--- src/rtl/period_meter_pkg.sv ---
// Shared defaults and types for the multi-channel pulse period meter.
package period_meter_pkg;

  localparam int NUM_CH_DEF = 4;
  localparam int CNT_W_DEF  = 16;
  localparam int CNT_W_MAX  = 32;

  typedef struct packed {
    logic [CNT_W_MAX-1:0] cnt;
    logic                 sat;
  } result_t;

endpackage

--- src/rtl/period_meter_ch.sv ---
// One period-meter channel: edge detect, first-edge filter, saturating counter,
// 1-deep holding register and sticky overrun flag. PERIOD_METER_SYNC_EN adds a 2-flop input synchroniser.
module period_meter_ch
  import period_meter_pkg::*;
#(
  parameter int CNT_W = CNT_W_DEF
) (
  input  logic             clk_i,
  input  logic             rst_i,
  input  logic             en_i,
  input  logic             pulse_i,
  input  logic             take_i,
  output logic             full_o,
  output logic [CNT_W-1:0] cnt_o,
  output logic             sat_o,
  output logic             ovr_o
);

  logic             sample;
  logic             prev_q;
  logic             armed_q, armed_d;
  logic             full_q, full_d;
  logic             hsat_q, hsat_d;
  logic             ovr_q, ovr_d;
  logic [CNT_W-1:0] cnt_q, cnt_d;
  logic [CNT_W-1:0] hcnt_q, hcnt_d;
  logic             edge_det, at_max, new_res;
  logic [CNT_W-1:0] cnt_inc;

`ifdef PERIOD_METER_SYNC_EN
  logic [1:0] sync_q;

  always_ff @(posedge clk_i) begin
    if (rst_i || !en_i) sync_q <= '0;
    else                sync_q <= {sync_q[0], pulse_i};
  end

  assign sample = sync_q[1];
`else
  assign sample = pulse_i;
`endif

  assign edge_det = sample & ~prev_q;
  assign at_max   = &cnt_q;
  assign cnt_inc  = at_max ? cnt_q : cnt_q + CNT_W'(1);
  assign new_res  = edge_det & armed_q;

  // The captured value is the count including the edge cycle itself.
  always_comb begin
    cnt_d   = edge_det ? '0 : cnt_inc;
    armed_d = armed_q | edge_det;
    full_d  = full_q;
    hcnt_d  = hcnt_q;
    hsat_d  = hsat_q;
    ovr_d   = ovr_q;
    if (new_res) begin
      full_d = 1'b1;
      hcnt_d = cnt_inc;
      hsat_d = at_max;
      if (full_q && !take_i) ovr_d = 1'b1;
    end else if (take_i) begin
      full_d = 1'b0;
    end
  end

  always_ff @(posedge clk_i) begin
    if (rst_i || !en_i) begin
      prev_q  <= 1'b0;
      armed_q <= 1'b0;
      cnt_q   <= '0;
      full_q  <= 1'b0;
      hcnt_q  <= '0;
      hsat_q  <= 1'b0;
      ovr_q   <= 1'b0;
    end else begin
      prev_q  <= sample;
      armed_q <= armed_d;
      cnt_q   <= cnt_d;
      full_q  <= full_d;
      hcnt_q  <= hcnt_d;
      hsat_q  <= hsat_d;
      ovr_q   <= ovr_d;
    end
  end

  assign full_o = full_q;
  assign cnt_o  = hcnt_q;
  assign sat_o  = hsat_q;
  assign ovr_o  = ovr_q;

endmodule

--- src/rtl/period_meter.sv ---
// Multi-channel pulse period meter: NUM_CH channels, round-robin arbiter, registered
// valid/ready output. Define PERIOD_METER_SYNC_EN to synchronise the pulse inputs.
module period_meter
  import period_meter_pkg::*;
#(
  parameter  int NUM_CH = NUM_CH_DEF,
  parameter  int CNT_W  = CNT_W_DEF,
  localparam int CH_W   = (NUM_CH > 1) ? $clog2(NUM_CH) : 1
) (
  input  logic              clk,
  input  logic              rst,
  input  logic [NUM_CH-1:0] en,
  input  logic [NUM_CH-1:0] pulse,
  output logic              o_vld,
  input  logic              o_rdy,
  output logic [CH_W-1:0]   o_ch,
  output logic [CNT_W-1:0]  o_cnt,
  output logic              o_sat,
  output logic [NUM_CH-1:0] o_ovr
);

  logic [NUM_CH-1:0] ch_full, ch_sat, ch_ovr, req, take;
  logic [CNT_W-1:0]  ch_cnt [NUM_CH];

  logic              o_vld_q, o_vld_d;
  logic [CH_W-1:0]   o_ch_q, o_ch_d;
  logic [CNT_W-1:0]  o_cnt_q, o_cnt_d;
  logic              o_sat_q, o_sat_d;
  logic [CH_W-1:0]   ptr_q, ptr_d;

  logic              flush, accept, gnt_found;
  logic [CH_W-1:0]   gnt_idx;

  for (genvar i = 0; i < NUM_CH; i++) begin : g_ch
    period_meter_ch #(.CNT_W(CNT_W)) u_ch (
      .clk_i   (clk),
      .rst_i   (rst),
      .en_i    (en[i]),
      .pulse_i (pulse[i]),
      .take_i  (take[i]),
      .full_o  (ch_full[i]),
      .cnt_o   (ch_cnt[i]),
      .sat_o   (ch_sat[i]),
      .ovr_o   (ch_ovr[i])
    );
  end

  assign req = ch_full & en;

  // A result whose channel has just been disabled is withdrawn rather than delivered.
  assign flush  = o_vld_q && !en[o_ch_q];
  assign accept = !flush && (!o_vld_q || o_rdy);

  // ptr_q is the first channel searched, i.e. the one after the last grant.
  always_comb begin
    gnt_found = 1'b0;
    gnt_idx   = '0;
    for (int k = 0; k < NUM_CH; k++) begin
      if (!gnt_found && req[(int'(ptr_q) + k) % NUM_CH]) begin
        gnt_found = 1'b1;
        gnt_idx   = CH_W'((int'(ptr_q) + k) % NUM_CH);
      end
    end
  end

  always_comb begin
    take = '0;
    if (accept && gnt_found) take[gnt_idx] = 1'b1;
  end

  always_comb begin
    o_vld_d = o_vld_q;
    o_ch_d  = o_ch_q;
    o_cnt_d = o_cnt_q;
    o_sat_d = o_sat_q;
    ptr_d   = ptr_q;
    if (flush) begin
      o_vld_d = 1'b0;
    end else if (accept) begin
      o_vld_d = gnt_found;
      if (gnt_found) begin
        o_ch_d  = gnt_idx;
        o_cnt_d = ch_cnt[gnt_idx];
        o_sat_d = ch_sat[gnt_idx];
        ptr_d   = (gnt_idx == CH_W'(NUM_CH - 1)) ? '0 : gnt_idx + CH_W'(1);
      end
    end
  end

  always_ff @(posedge clk) begin
    if (rst) begin
      o_vld_q <= 1'b0;
      o_ch_q  <= '0;
      o_cnt_q <= '0;
      o_sat_q <= 1'b0;
      ptr_q   <= '0;
    end else begin
      o_vld_q <= o_vld_d;
      o_ch_q  <= o_ch_d;
      o_cnt_q <= o_cnt_d;
      o_sat_q <= o_sat_d;
      ptr_q   <= ptr_d;
    end
  end

  assign o_vld = o_vld_q;
  assign o_ch  = o_ch_q;
  assign o_cnt = o_cnt_q;
  assign o_sat = o_sat_q;
  assign o_ovr = ch_ovr;

endmodule

--- config.mk ---
export PLATFORM = sky130hd
export DESIGN_NAME = period_meter
export DESIGN_NICKNAME = d
export VERILOG_FILES = /design/src/rtl/period_meter_pkg.sv /design/src/rtl/period_meter_ch.sv /design/src/rtl/period_meter.sv
export SDC_FILE = /design/constraint.sdc
export NUM_CORES = 1
export LEC_CHECK = 0
export CAP_MARGIN = 5
export CORE_MARGIN = 3
export CORE_UTILIZATION = 40
export CTS_CLUSTER_DIAMETER = 50
export DETAILED_ROUTE_END_ITERATION = 12
export SLEW_MARGIN = 20
export SYNTH_ARGS = -nofsm -noshare
export SYNTH_HDL_FRONTEND = slang
export SYNTH_SLANG_ARGS = --single-unit
--- constraint.sdc ---
create_clock -name clk -period 2.61 [get_ports clk]
set_input_delay 0.522 -clock clk [delete_from_list [all_inputs] [get_ports clk]]
set_output_delay 0.522 -clock clk [all_outputs]
set_load 0.01 [all_outputs]
Word level (Yosys, flattened, before mapping):

Cells that the tools add are included.

* register bits after elaboration: 170
* input port bits: 11

* $add $sub $neg: 8
* magnitude comparators: 8
* equal/unequal tests: 1
* mux-type cells: 42
* bitwise logic cells: 22
* reduce and logical (&&, ||, !) cells: 51

Operators with widths (number)
* 2-to-1 mux 16 bit: 6
* adder 16 x 1 -> 16 bit (second input constant): 4
* AND reduction 16 bit: 4
* binary-select mux 16 bit (select 2 bit): 1
* 2-to-1 mux 1 bit: 22
* OR reduction 2 bit: 8
* zero test 1 bit: 14
* binary-select mux 1 bit (select 2 bit): 6
* < comparator 3 x 4 -> 1 bit (second input constant): 3
* logical AND 1 bit: 11
* 2-to-1 mux 2 bit: 5
* < comparator 2 x 3 -> 1 bit (second input constant): 3
* AND 1 bit: 8
* AND reduction 2 bit: 4
* nonzero test 2 bit: 4
* logical OR 1 bit: 5
* inverter 1 bit: 5
* adder 2 x 1 -> 2 bit (second input constant): 2
* adder 2 bit (second input constant): 2
* AND 4 bit: 1
* 2-to-1 mux 4 bit: 1
* bitwise OR 1 bit: 4
* AND 1 bit (first input constant): 3
* greater-or-equal comparator 3 bit (second input constant): 1
* other kinds (5): 5

Depth between registers and ports, before layout:

Gate-level depths: netlist of run 1.

* depth after elaboration: 22
* gate-level depth with buffers: 9

Modules after synthesis:

Synthesis of run 1 repeated with hierarchy kept, for this count alone.

* cells, all modules: 841
* area, all modules: 7522.2 µm²

By module, submodules not included
* period_meter_ch (g_ch[1].u_ch ...): instances 3, cells an instance 175, area an instance 1510.2 µm²
* period_meter_ch (g_ch[0].u_ch): instances 1, cells an instance 172, area an instance 1508.9 µm²
* period_meter: instances 1, cells an instance 144, area an instance 1482.7 µm²

Least setup slack after synthesis of run 1:

OpenSTA, ideal clock, no wires.

* path kind: input-to-reg
* start point: input en[1]
* end point: register o_cnt_q[10], in the netlist o_cnt[10]
* library setup time: 0.117 ns
* arrival time: 2.038 ns
* data required time: 2.493 ns
* path slack: 0.455 ns
* cell stages on the path: 8
* path through: and2_4 -> buf_6 -> o311a_4 -> nor2_8 -> inv_4 -> buf_6 -> a211o_1 -> a32o_1

* cells in the longest elaborated chain, start to end: 17
* elaborated cells on any way between the ends: 38

RTL lines
* start, declared: line period_meter.sv:12 `input logic [NUM_CH-1:0] en,`
* AND 4 bit: line period_meter.sv:48 `assign req = ch_full & en;`
* binary-select mux 1 bit (select 2 bit): line period_meter.sv:59 `if (!gnt_found && req[(int'(ptr_q) + k) % NUM_CH]) begin`
* 2-to-1 mux 1 bit (not written as such): line period_meter.sv:59
* 2-to-1 mux 1 bit: line period_meter.sv:59
* zero test 1 bit: line period_meter.sv:59
* logical AND 1 bit: line period_meter.sv:59
* 2-to-1 mux 1 bit: line period_meter.sv:59
* zero test 1 bit: line period_meter.sv:59
* logical AND 1 bit: line period_meter.sv:59
* 2-to-1 mux 1 bit: line period_meter.sv:59
* zero test 1 bit: line period_meter.sv:59
* logical AND 1 bit: line period_meter.sv:59
* 2-to-1 mux 2 bit: line period_meter.sv:59
* inverter 2 -> 3 bit (not written as such): line period_meter.sv:83 `o_cnt_d = ch_cnt[gnt_idx];`
* binary-select mux 16 bit (select 2 bit): line period_meter.sv:83
* 2-to-1 mux 16 bit (not written as such) (2 in series): line period_meter.sv:83
* end signal, assigned: line period_meter.sv:100 `o_cnt_q <= o_cnt_d;`
* end, declared: line period_meter.sv:27 `logic [CNT_W-1:0] o_cnt_q, o_cnt_d;`

Several ways; a longest one is shown, not always the timed one. The select of a mux whose other input is x is not followed.
A chain may end at the register's enable or synchronous reset.

Worst setup path after layout of run 1:

* start point: input en[1]
* end point: register o_cnt_q[3], in the netlist o_cnt[3]

The elaborated chain is that of the path after synthesis.

==> results of run 1 <==
## path summary, 6_finish.rpt
path	end	depth (start not counted)	slack, ns
hold reg to reg	g_ch[2].u_ch.cnt_o[4]$_SDFFE_PP0P_	2	0.45
setup / recovery	o_cnt[3]$_SDFFE_PP0P_	6	0.40
hold / removal	g_ch[2].u_ch.cnt_o[4]$_SDFFE_PP0P_	2	0.45
setup reg to reg	g_ch[2].u_ch.cnt_o[1]$_SDFFE_PP0P_	7	0.52
## worst max-delay path, cell delays in order
cell             delay [ns]
clkdlybuf4s50_1        0.46
mux4_1                 0.54
nand2_1                0.12
a32oi_2                0.09
nor2_2                 0.63
a32o_1                 0.21
## kinds of logic after synthesis
logic type / synth area share, %
AO/OA/AOI/OAI: 21.6
XOR/XNOR: 3.07
adder cells (fa/ha/maj): 0.812
buffers and inverters: 3.64
flip-flops: 44.2
multiplexers: 2.03
AND/OR/NAND/NOR: 24.7
## state kept, by name, indices dropped and copies added (netlist names)
signal,flops
o_cnt,16
g_ch.u_ch.ovr_o,4
ptr_q,2
o_sat,1
g_ch.u_ch.full_o,4
g_ch.u_ch.cnt_o,64
g_ch.u_ch.cnt_q,64
o_vld,1
g_ch.u_ch.sat_o,4
g_ch.u_ch.prev_q,4
o_ch,2
g_ch.u_ch.armed_q,4
## routing by layer
layer	wire, µm	track usage [%]	up-vias
met2	9510	32.0	149
met1	10100	29.3	3167
met5	0	0	-
met4	263	5.30	0
li1	-	-	3401
met3	853	3.98	18
## per-stage QoR
| stage | cells | setup WS, ns |
|---|---|---|
| floorplan | 908 | 0.455 |
| global placement | 1187 | -0.0131 |
| detailed placement | 1187 | -0.0126 |
| CTS | 1218 | 0.445 |
| global route | 1218 | 0.265 |
| finish | 1218 | 0.402 |
## placed cells by master (no fill, tap or decap), types with 11 or more instances in the layout
cell type        count
o211ai_1            14
o21ai_0             69
buf_4               37
clkbuf_16           17
a32o_1              18
xnor2_1             12
nand4_1             18
xor2_1              15
mux2i_1             13
a211oi_1            11
clkdlybuf4s50_1     34
a21oi_1             59
o21a_1              13
and3_1              32
nor2_1             100
and2_1              15
dfxtp_1            170
nand3_1             70
a211o_1             19
nand2_1             75
## report_power, final
part | switching [µW] | internal (µW) | leakage (µW)
sequential | 16.9 | 2610 | 0.00137
clock | 1100 | 1320 | 0.000256
combinational | 124 | 79.1 | 0.00148
total | 1240 | 4010 | 0.00311
## layout make-up
class                           count  area [µm²]  area share, %
Clock buffer                       18         429           4.75
Clock inverter                     13         124           1.37
Inverter                            9        36.3          0.401
Multi-Input combinational cell    674        4040           44.7
Sequential cell                   170        3400           37.7
Tap cell                          260         325           3.60
Timing Repair Buffer               74         678           7.50
==> impl_metrics.py, run 1 <==
metrics = {
    "synth": {
        "synth_area_leaders": "dfxtp_1 (44%), nor2_1 (4.9%), nand3_1 (4.5%), o21ai_0 (4.5%), a21oi_1 (3.9%)",
        "ys_types": 64,
        "synth_most_common_cell": "dfxtp_1",
        "synthFlopType": "dfxtp_1",
        "synth_warnings": 0,
        "ys_top_cells_by_count": "dfxtp_1 (170), nor2_1 (100), nand2_1 (75), nand3_1 (70), o21ai_0 (69)",
        "ys_seq_area_share_pct": 44.2,
        "synth_cells": 908,
        "yosysTopAreaCell": "dfxtp_1",
        "synth-edff-count": 0,
        "synth_top_area_share_pct": 44.2,
        "syn_area_mm2": 0.00771,
        "async_reset_ff_share_pct": 0,
        "synth.net_count": 924,
        "ys_ff_latch": 170,
        "syn_avg_cell_area_um2": 8.49,
    },
    "setup_path": {
        "r2r-start": "g_ch[2].u_ch.cnt_q[0]$_SDFF_PP0_",
        "crit_type": "in2reg",
        "critPathArrivalTime_ns": 2.57,
        "endpoint_kind": "register",
        "crit_fanout": 17,
        "cp.required_ns": 2.98,
        "cp-start-kind": "primary input",
        "crit_path_start": "en[1]",
    },
    "run_status": {
        "run_status": "completed",
    },
    "clock_tree": {
        "clkLatencyLatePin_ns": 0.43,
        "clk_pin_slew_ns": 0.06,
        "cts.sinks": 170,
        "cts_made_buffers": 17,
        "cts_setup_buffers": 0,
        "htree_num_levels": 4,
        "cts_tree": "yes",
        "cts_max_path_buffers": 2,
        "clockRootBuffer": "clkbuf_16",
        "postCtsHoldBufs": 0,
        "cts_resized": 0,
    },
    "sta": {
        "min_period_ns": 2.21,
        "worst_pin_slew_ns": 0.785,
        "clock_skew_ns": 0.00795,
        "rsz0062_at_grt": "no",
        "fin_crit_sh_pct": 84.6,
        "finalSetupViolCount": 0,
        "drv_slew": 0,
        "timing.fmax_ghz": 0.453,
        "relSlewSlack_pct": 47.6,
        "hold_ws_ns": 0.451,
        "hold_viol_final": 0,
        "fin_setup_tns_ns": 0,
    },
    "power": {
        "p_leak_uw": 0.00311,
        "power.density_mw_per_mm2": 581,
        "irDropWorstVdd_mv": 0.406,
        "power_uw": 5250,
    },
    "routing": {
        "drt-total-wl_mm": 20.8,
        "drc": 0,
        "vias_per_cell": 5.53,
        "drtAntennaViolNets": 0,
        "wire_per_inst_um": 17.1,
        "vias": 6735,
        "first_pass_iters": 6,
        "drt_iter0_drc": 427,
    },
    "worst_hold_path": {
        "min-delay-start": "g_ch[2].u_ch.cnt_o[4]$_SDFFE_PP0P_",
        "hold_path.class": "reg2reg",
    },
    "floorplanning": {
        "core-area_mm2": 0.0188,
        "io_pins": 35,
        "start_util_pct": 40.9,
        "num_rows": 50,
        "fp.dieW_um": 145,
        "die-area_mm2": 0.0210,
        "die_h_um": 145,
    },
    "global_route": {
        "grt_pass1_wl_mm": 33.7,
        "grt_max_degree": 35,
        "antenna_found_initial": 0,
        "groute.usage.overall_pct": 20.6,
        "grt_pass1_vias": 6228,
        "grt_remaining_overflow": 0,
    },
    "placed_design": {
        "routabilityCongestion": 0.870,
        "placedInstanceArea_mm2": 0.00848,
        "io_buffers": 34,
        "hpwl_mm": 15.1,
    },
    "cells_and_area": {
        "nFillCells": 1821,
        "diodes": 0,
        "syn_to_final_growth_pct": 17.3,
        "fin_util_pct": 48.0,
        "fin_area_mm2": 0.00904,
        "final_nets": 962,
        "drive_gt1_share_pct": 9.39,
    },
    "flow_run": {
        "max-cap-violations": 0,
    },
}
Note: power is estimated with default switching activity, not from simulation.
==> inputs of run 2 (changes only) <==
==> constraint.sdc (replaced) <==
create_clock -name clk -period 2.3 [get_ports clk]
set_input_delay 0.46 -clock clk [delete_from_list [all_inputs] [get_ports clk]]
set_output_delay 0.46 -clock clk [all_outputs]
set_load 0.01 [all_outputs]
==> run 2 against run 1 <==
Utilization is 1.1 points higher. Design area is 2.4% higher. Clock power is 19% higher. Highest routed layer unchanged. Via count is 1.5% higher.
==> impl_metrics.py, run 2 (synthesis gave the netlist of run 1 again) <==
metrics = {
    "run_status": {
        "run_status": "completed",
    },
    "setup_path": {
        "crit_fanout": 18,
        "r2r-start": "g_ch[3].u_ch.cnt_q[0]$_SDFF_PP0_",
        "crit_path_start": "en[1]",
        "endpoint_kind": "register",
        "cp.required_ns": 2.62,
        "crit_type": "in2reg",
        "cp-start-kind": "primary input",
        "critPathArrivalTime_ns": 2.37,
    },
    "power": {
        "irDropWorstVdd_mv": 0.455,
        "p_leak_uw": 0.00324,
        "power_uw": 6120,
        "power.density_mw_per_mm2": 662,
    },
    "routing": {
        "drtAntennaViolNets": 0,
        "first_pass_iters": 7,
        "drc": 0,
        "drt_iter0_drc": 462,
        "wire_per_inst_um": 16.7,
        "vias": 6839,
        "vias_per_cell": 5.52,
        "drt-total-wl_mm": 20.7,
    },
    "clock_tree": {
        "htree_num_levels": 4,
        "cts_setup_buffers": 0,
        "cts_made_buffers": 17,
        "clk_pin_slew_ns": 0.06,
        "cts_tree": "yes",
        "cts.sinks": 170,
        "clkLatencyLatePin_ns": 0.43,
        "clockRootBuffer": "clkbuf_16",
        "cts_max_path_buffers": 2,
        "postCtsHoldBufs": 0,
    },
    "global_route": {
        "grt_max_degree": 35,
        "antenna_found_initial": 0,
        "grtUsageMet3_pct": 3.94,
        "groute.usage.overall_pct": 20.6,
        "grt_use_met1_pct": 29.3,
        "grt_pass1_wl_mm": 33.7,
        "busiest_layer": "met2",
        "grt_remaining_overflow": 0,
        "grt_use_met2_pct": 32.2,
        "grt_pass1_vias": 6334,
    },
    "sta": {
        "drv_slew": 0,
        "clock_skew_ns": 0.0101,
        "min_period_ns": 2.05,
        "rsz0062_at_grt": "no",
        "hold_viol_final": 0,
        "relSlewSlack_pct": 60.2,
        "timing.fmax_ghz": 0.487,
        "worst_pin_slew_ns": 0.598,
        "hold_ws_ns": 0.449,
        "fin_setup_tns_ns": 0,
        "fin_crit_sh_pct": 89.2,
        "finalSetupViolCount": 0,
    },
    "placed_design": {
        "dp_cells": 1208,
        "routabilityCongestion": 0.835,
        "io_buffers": 34,
        "hpwl_mm": 15.3,
        "placedInstanceArea_mm2": 0.00865,
    },
    "floorplanning": {
        "die_h_um": 145,
        "io_pins": 35,
        "start_util_pct": 40.9,
        "fp.dieW_um": 145,
        "core-area_mm2": 0.0188,
        "num_rows": 50,
        "die-area_mm2": 0.0210,
    },
    "cells_and_area": {
        "fin_area_mm2": 0.00925,
        "syn_to_final_growth_pct": 20.0,
        "drive_gt1_share_pct": 11.4,
        "final_nets": 983,
        "layout_common_cells": "dfxtp_1 (170), nor2_1 (100), nand2_1 (75)",
        "final_common_cell": "dfxtp_1",
        "nFillCells": 1799,
        "diodes": 0,
        "fin_cells": 1240,
    },
    "flow_run": {
        "max-cap-violations": 0,
    },
    "worst_hold_path": {
        "min-delay-start": "g_ch[2].u_ch.cnt_o[4]$_SDFFE_PP0P_",
        "hold_path.class": "reg2reg",
    },
}
## run 2: changes by cell type in the layout (fill, tap and decap cells not counted)
| cell | previous run | this run |
|---|---|---|
| buf_4 | 37 | 57 |
| inv_6 | 1 | 5 |
| clkinvlp_4 | 5 | 2 |
| buf_12 | 3 | 4 |
| bufinv_16 | 1 | 2 |
| clkinv_2 | 2 | 1 |
| nor2_2 | 1 | 0 |
| nor2_4 | 0 | 1 |
## run 2: metrics by stage
stage / setup slack [ns] / utilization, %
after floorplan: 0.207 / -
after global placement: -0.287 / 46.0
after detailed placement: -0.310 / 46.0
after CTS: 0.136 / 49.1
after global routing: 0.0796 / 49.1
final: 0.248 / 49.1
## run 2: layout make-up
type	instances	area (µm²)	area share [%]
multi-input combinational	674	4050	43.7
sequential	170	3400	36.8
timing repair buffer	95	848	9.17
clock buffer	18	429	4.64
tap	260	325	3.52
clock inverter	14	161	1.74
inverter	9	36.3	0.392
## run 2: routing by layer
layer  routed length, µm  part of all wire (%)
met2                9450                    46
met4                 215                   1.0
met1               10100                    49
met5                   0                     0
met3                 957                   4.6
## run 2: report_power, final
group / switching (µW) / internal [µW] / total [µW]
combinational: 144 / 103 / 247
sequential: 19.3 / 2970 / 2980
clock: 1260 / 1630 / 2890
## run 2: path summary, 6_finish.rpt
path	depth (start not counted)	slack, ns	end
setup reg to reg	6	0.27	g_ch[3].u_ch.cnt_o[14]$_SDFFE_PP0P_
hold / removal	2	0.45	g_ch[2].u_ch.cnt_o[4]$_SDFFE_PP0P_
setup / recovery	7	0.25	o_cnt[6]$_SDFFE_PP0P_
hold reg to reg	2	0.45	g_ch[2].u_ch.cnt_o[4]$_SDFFE_PP0P_
## run 2: critical path, stage by stage
cell	delay (ns)
clkdlybuf4s50_1	0.48
and2_4	0.23
o311a_4	0.41
nor2_8	0.13
inv_4	0.10
a211o_1	0.30
a32o_1	0.26
## run 2: timing repair
action	CTS	global route
setup endpoints to repair	0	17
endpoints found under the hold margin	0	0
resized for setup	0	1
==> RTL edit 1 (config.mk and constraints of run 1) <==
Build with the macro `PERIOD_METER_SYNC_EN` defined.
--- a/src/rtl/period_meter_ch.sv
+++ b/src/rtl/period_meter_ch.sv
@@ -1,5 +1,7 @@
 // One period-meter channel: edge detect, first-edge filter, saturating counter,
 // 1-deep holding register and sticky overrun flag. PERIOD_METER_SYNC_EN adds a 2-flop input synchroniser.
+`define PERIOD_METER_SYNC_EN
+
 module period_meter_ch
   import period_meter_pkg::*;
 #(
Behaviour: same outputs for any inputs over 4 cycles, from zero or initial values and one cycle with rst high; that may be too few to reach the edited logic, so the function may still have changed.
==> RTL edit 1 against run 1 <==
  * Wire length fell by 12%
  * Via count fell by 13%
  * Total power rose by 4.1%
  * Cell area fell by 3.3%
  * Count of clock-buffer cells in the layout rose by 4
  * Sequential cell count rose by 8
  * Clock skew rose by 6.1 ps
  * Synthesized area fell by 3.2%
  * Setup slack improved by 50 ps
  * Maximum frequency rose by 2.3%
==> RTL edit 1: results (changes against run 1) <==
status: "finished, final reports clean"
drt_iter0_drc: 381  # -11%
synthCells: 843  # -7.2%
synth-xor-area-share: 0.0364  # +0.00573
whs_path_depth: 1  # -1
power_density_nw_per_um2: 625  # +7.6%
multi_input_area_share: 0.418  # -0.0296
synth.area.mux_share: 0.0703  # +0.0500
drive_gt1_frac: 0.0787  # -0.0152
worst_pin_slew_ps: 690  # -94.7 ps
hold_ws_ps: 425  # -25.6 ps
power_leakage_nw: 2.84  # -8.6%
nNetsFinal: 892  # -7.3%
sh_seq_area: 0.408  # +0.0310
final_cells: 1118  # -8.2%
n_all_buffers: 60  # -19%
dp_hpwl_mm: 13.3  # -12%
reg2reg_from: "g_ch[0].u_ch.cnt_q[0]"
postPlaceCellArea_um2: 8140  # -4.1%
first_global_vias: 5606  # -10%
design.core.area_um2: 18100  # -3.6%
synth_compound_area_frac: 0.146  # -0.0701
reg2reg_to: "g_ch[0].u_ch.cnt_o[5]"
hold_start: "g_ch[3].u_ch.sync_q[0]"
grt_pass1_wl_mm: 29.6  # -12%
vdd_drop_max_mv: 0.512  # +26%
gp_congestion: 0.852  # -2.1%
ff2ff_setup_slack_ps: 450  # -70 ps
pg_clk_mw: 2.61  # +8%
ys_seq_area_frac: 0.478  # +0.0363
-- RTL edit 1: cell types whose count changed in the layout (fill, tap and decap cells not counted), moves of 18 or more --
cell / change
a32o_1: -18
o21ai_0: -20
nand3_1: -27
and3_1: -20
mux2i_1: +36
a211o_1: -19
-- RTL edit 1: how the worst max path moves through the flow --
stage                     startpoint                     end  slack (ps)  cells past startpoint
6_report       g_ch[0].u_ch.cnt_q[0]   g_ch[0].u_ch.cnt_o[5]         450                      7
5_1_grt        g_ch[1].u_ch.cnt_q[0]   g_ch[1].u_ch.cnt_o[6]         320                      7
4_1_cts        g_ch[0].u_ch.cnt_q[3]  g_ch[0].u_ch.cnt_o[15]         450                      6
3_5_place_dp                   en[0]                o_cnt[3]          20                      7
3_3_place_gp                   en[0]               o_cnt[14]         110                      7
2_1_floorplan                  en[0]                ptr_q[1]         550                      8
-- RTL edit 1: routing by layer --
layer	track usage	share of wire
met1	0.260	0.49
met2	0.288	0.46
met3	0.0407	0.030
met4	0.0615	0.019
met5	0	0
==> RTL edit 2 (config.mk and constraints of run 1) <==
Without the edit above. Register the output `o_cnt` once more, with the module's reset; this adds one clock of latency there. The other outputs are not delayed to match.
--- a/src/rtl/period_meter.sv
+++ b/src/rtl/period_meter.sv
@@ -105,7 +105,13 @@
 
   assign o_vld = o_vld_q;
   assign o_ch  = o_ch_q;
-  assign o_cnt = o_cnt_q;
+  always_ff @(posedge clk) begin
+    if (rst) begin
+      o_cnt <= '0;
+    end else begin
+      o_cnt <= o_cnt_q;
+    end
+  end
   assign o_sat = o_sat_q;
   assign o_ovr = ch_ovr;
 
Function: no difference found for any inputs over 4 cycles, from zero or initial values and one cycle with rst high; that may be too few to reach the edited logic, so the function may still have changed.
==> RTL edit 2 against run 1 <==
  * Sequential cell count up 16
  * Count of clock-buffer cells in the layout up 2
  * Total power up 8.5%
  * Synthesized area up 2.8%
  * Cell area up 2.7%
  * Sequential share of layout area up 2.5 points
  * Setup slack better by 12 ps
  * Combinational power down 2%
  * Wire length down 3.5%
  * Highest routed layer unchanged
==> RTL edit 2: results (changes against run 1) <==
endpoint: "o_cnt_q[3]"
ys_seq_area_frac: 0.470  # +0.0285
drt_iter0_drc: 610  # +43%
synth_nets: 924  # unchanged
startpoint: "en[0]"
initial_core_util: 0.415  # +0.00585
grt_pass1_wl_mm: 32.4  # -4.0%
drv_slew: 0  # unchanged
cts_buffer_depth: 2  # unchanged
gp_congestion: 0.839  # -3.6%
port_buffers: 34  # unchanged
vdd_drop_max_mv: 0.426  # +5.0%
dp_hpwl_mm: 14.7  # -3.2%
insertion_delay_ps: 440
num_vias: 6534  # -3.0%
nFillCells: 1837  # +0.88%
maxSlewHeadroom: 0.566  # +0.0897
fin_skew_ps: 13.3  # +5.32 ps
grt_max_degree: 35  # unchanged
synth_cell_types: 59  # -7.8%
cp_max_fo: 19  # +2
nNetsFinal: 960  # -0.21%
hold_start: "g_ch[1].u_ch.sat_o"
yosysWarningCount: 0  # unchanged
max_stage_delay_ps: 540  # -90 ps
combPwrFrac: 0.035  # -0.004
wirelength_mm: 20.0  # -3.5%
synth_area_leaders: "dfxtp_1, o21ai_0, nand3_1"
reg2reg_depth: 7  # unchanged
ff2ff_setup_slack_ps: 560  # +40 ps
drive_gt1_frac: 0.0888  # -0.00513
yosys-top-cells-count: "dfxtp_1, nor2_1, o21ai_0"
cellInternalPower_mw: 4.41  # +10%
cts_resized: 0  # unchanged
cp.arrival_ps: 2530  # -40 ps
cp_slowest_cell: "clkdlybuf4s50_1"
reg2reg_from: "g_ch[1].u_ch.cnt_q[0]"
hold_path.class: "reg2reg"
status: "finished, final reports clean"
track_usage: 0.188  # -0.0176
first_pass_iters: 5  # -1
power_leakage_nw: 3.26  # +4.7%
antenna_cells: 0  # unchanged
reg2reg_to: "g_ch[1].u_ch.cnt_o[12]"
crit_family: "compound AO/OA/AOI/OAI gates"
first_global_vias: 6137  # -1.5%
[RTL edit 2: kinds of logic after synthesis]
kind of cell | synth area share
simple gates | 0.237
flops | 0.470
xor+xnor | 0.0310
buf+inv | 0.0366
compound gates | 0.192
mux | 0.0261
fa+ha+maj | 0.00790
[RTL edit 2: worst min path at each step]
stage                            end  slack, ps
2_1_floorplan     g_ch[0].u_ch.ovr_o        430
3_3_place_gp   g_ch[2].u_ch.cnt_o[0]        440
3_5_place_dp   g_ch[1].u_ch.cnt_o[5]        450
4_1_cts        g_ch[1].u_ch.cnt_o[5]        460
5_1_grt           g_ch[1].u_ch.sat_o        480
6_report          g_ch[1].u_ch.sat_o        460
[RTL edit 2: area by class of cell]
cell class / count / area share
clock buffer: 20 / 0.0492
clock inverter: 12 / 0.0147
inverter: 15 / 0.00634
multi-input combinational: 653 / 0.424
sequential: 186 / 0.401
tap: 260 / 0.0351
timing repair buffer: 71 / 0.0693
[RTL edit 2: per-stage QoR]
step                      setup slack (ps)  hold WS [ps]  instances  instance area (um2)
after floorplan                        552           426        908                 7920
after global placement                -255           445       1185                 8680
after detailed placement              -259           446       1185                 8680
after CTS                              199           456       1217                 9280
after global routing                   295           479       1217                 9280
final                                  413           457       1217                 9280
[RTL edit 2: power groups by stage]
stage	combinational (mW)	sequential, mW	clock (mW)
after floorplan	0.116	2.93	0
after global placement	0.197	2.94	0
after detailed placement	0.198	2.94	0
after CTS	0.199	2.87	2.68
after global routing	0.220	2.87	2.79
final	0.199	2.87	2.63
[RTL edit 2: worst register-to-register path: cells and delay by family, from the launching register on]
kind	cells	cell delay (ps)
buffers and inverters	1	260
and+or+nand+nor	3	530
adders and majority gates	1	270
muxes	1	320
DFF	1	420
AOI/OAI and AO/OA	1	150
[RTL edit 2: per-layer routing]
layer,vias to the layer above,share of wire,global-route usage
li1,3368,-,-
met1,3016,0.48,0.259
met2,120,0.46,0.297
met3,30,0.040,0.0336
met4,0,0.021,0.0659
met5,-,0,0
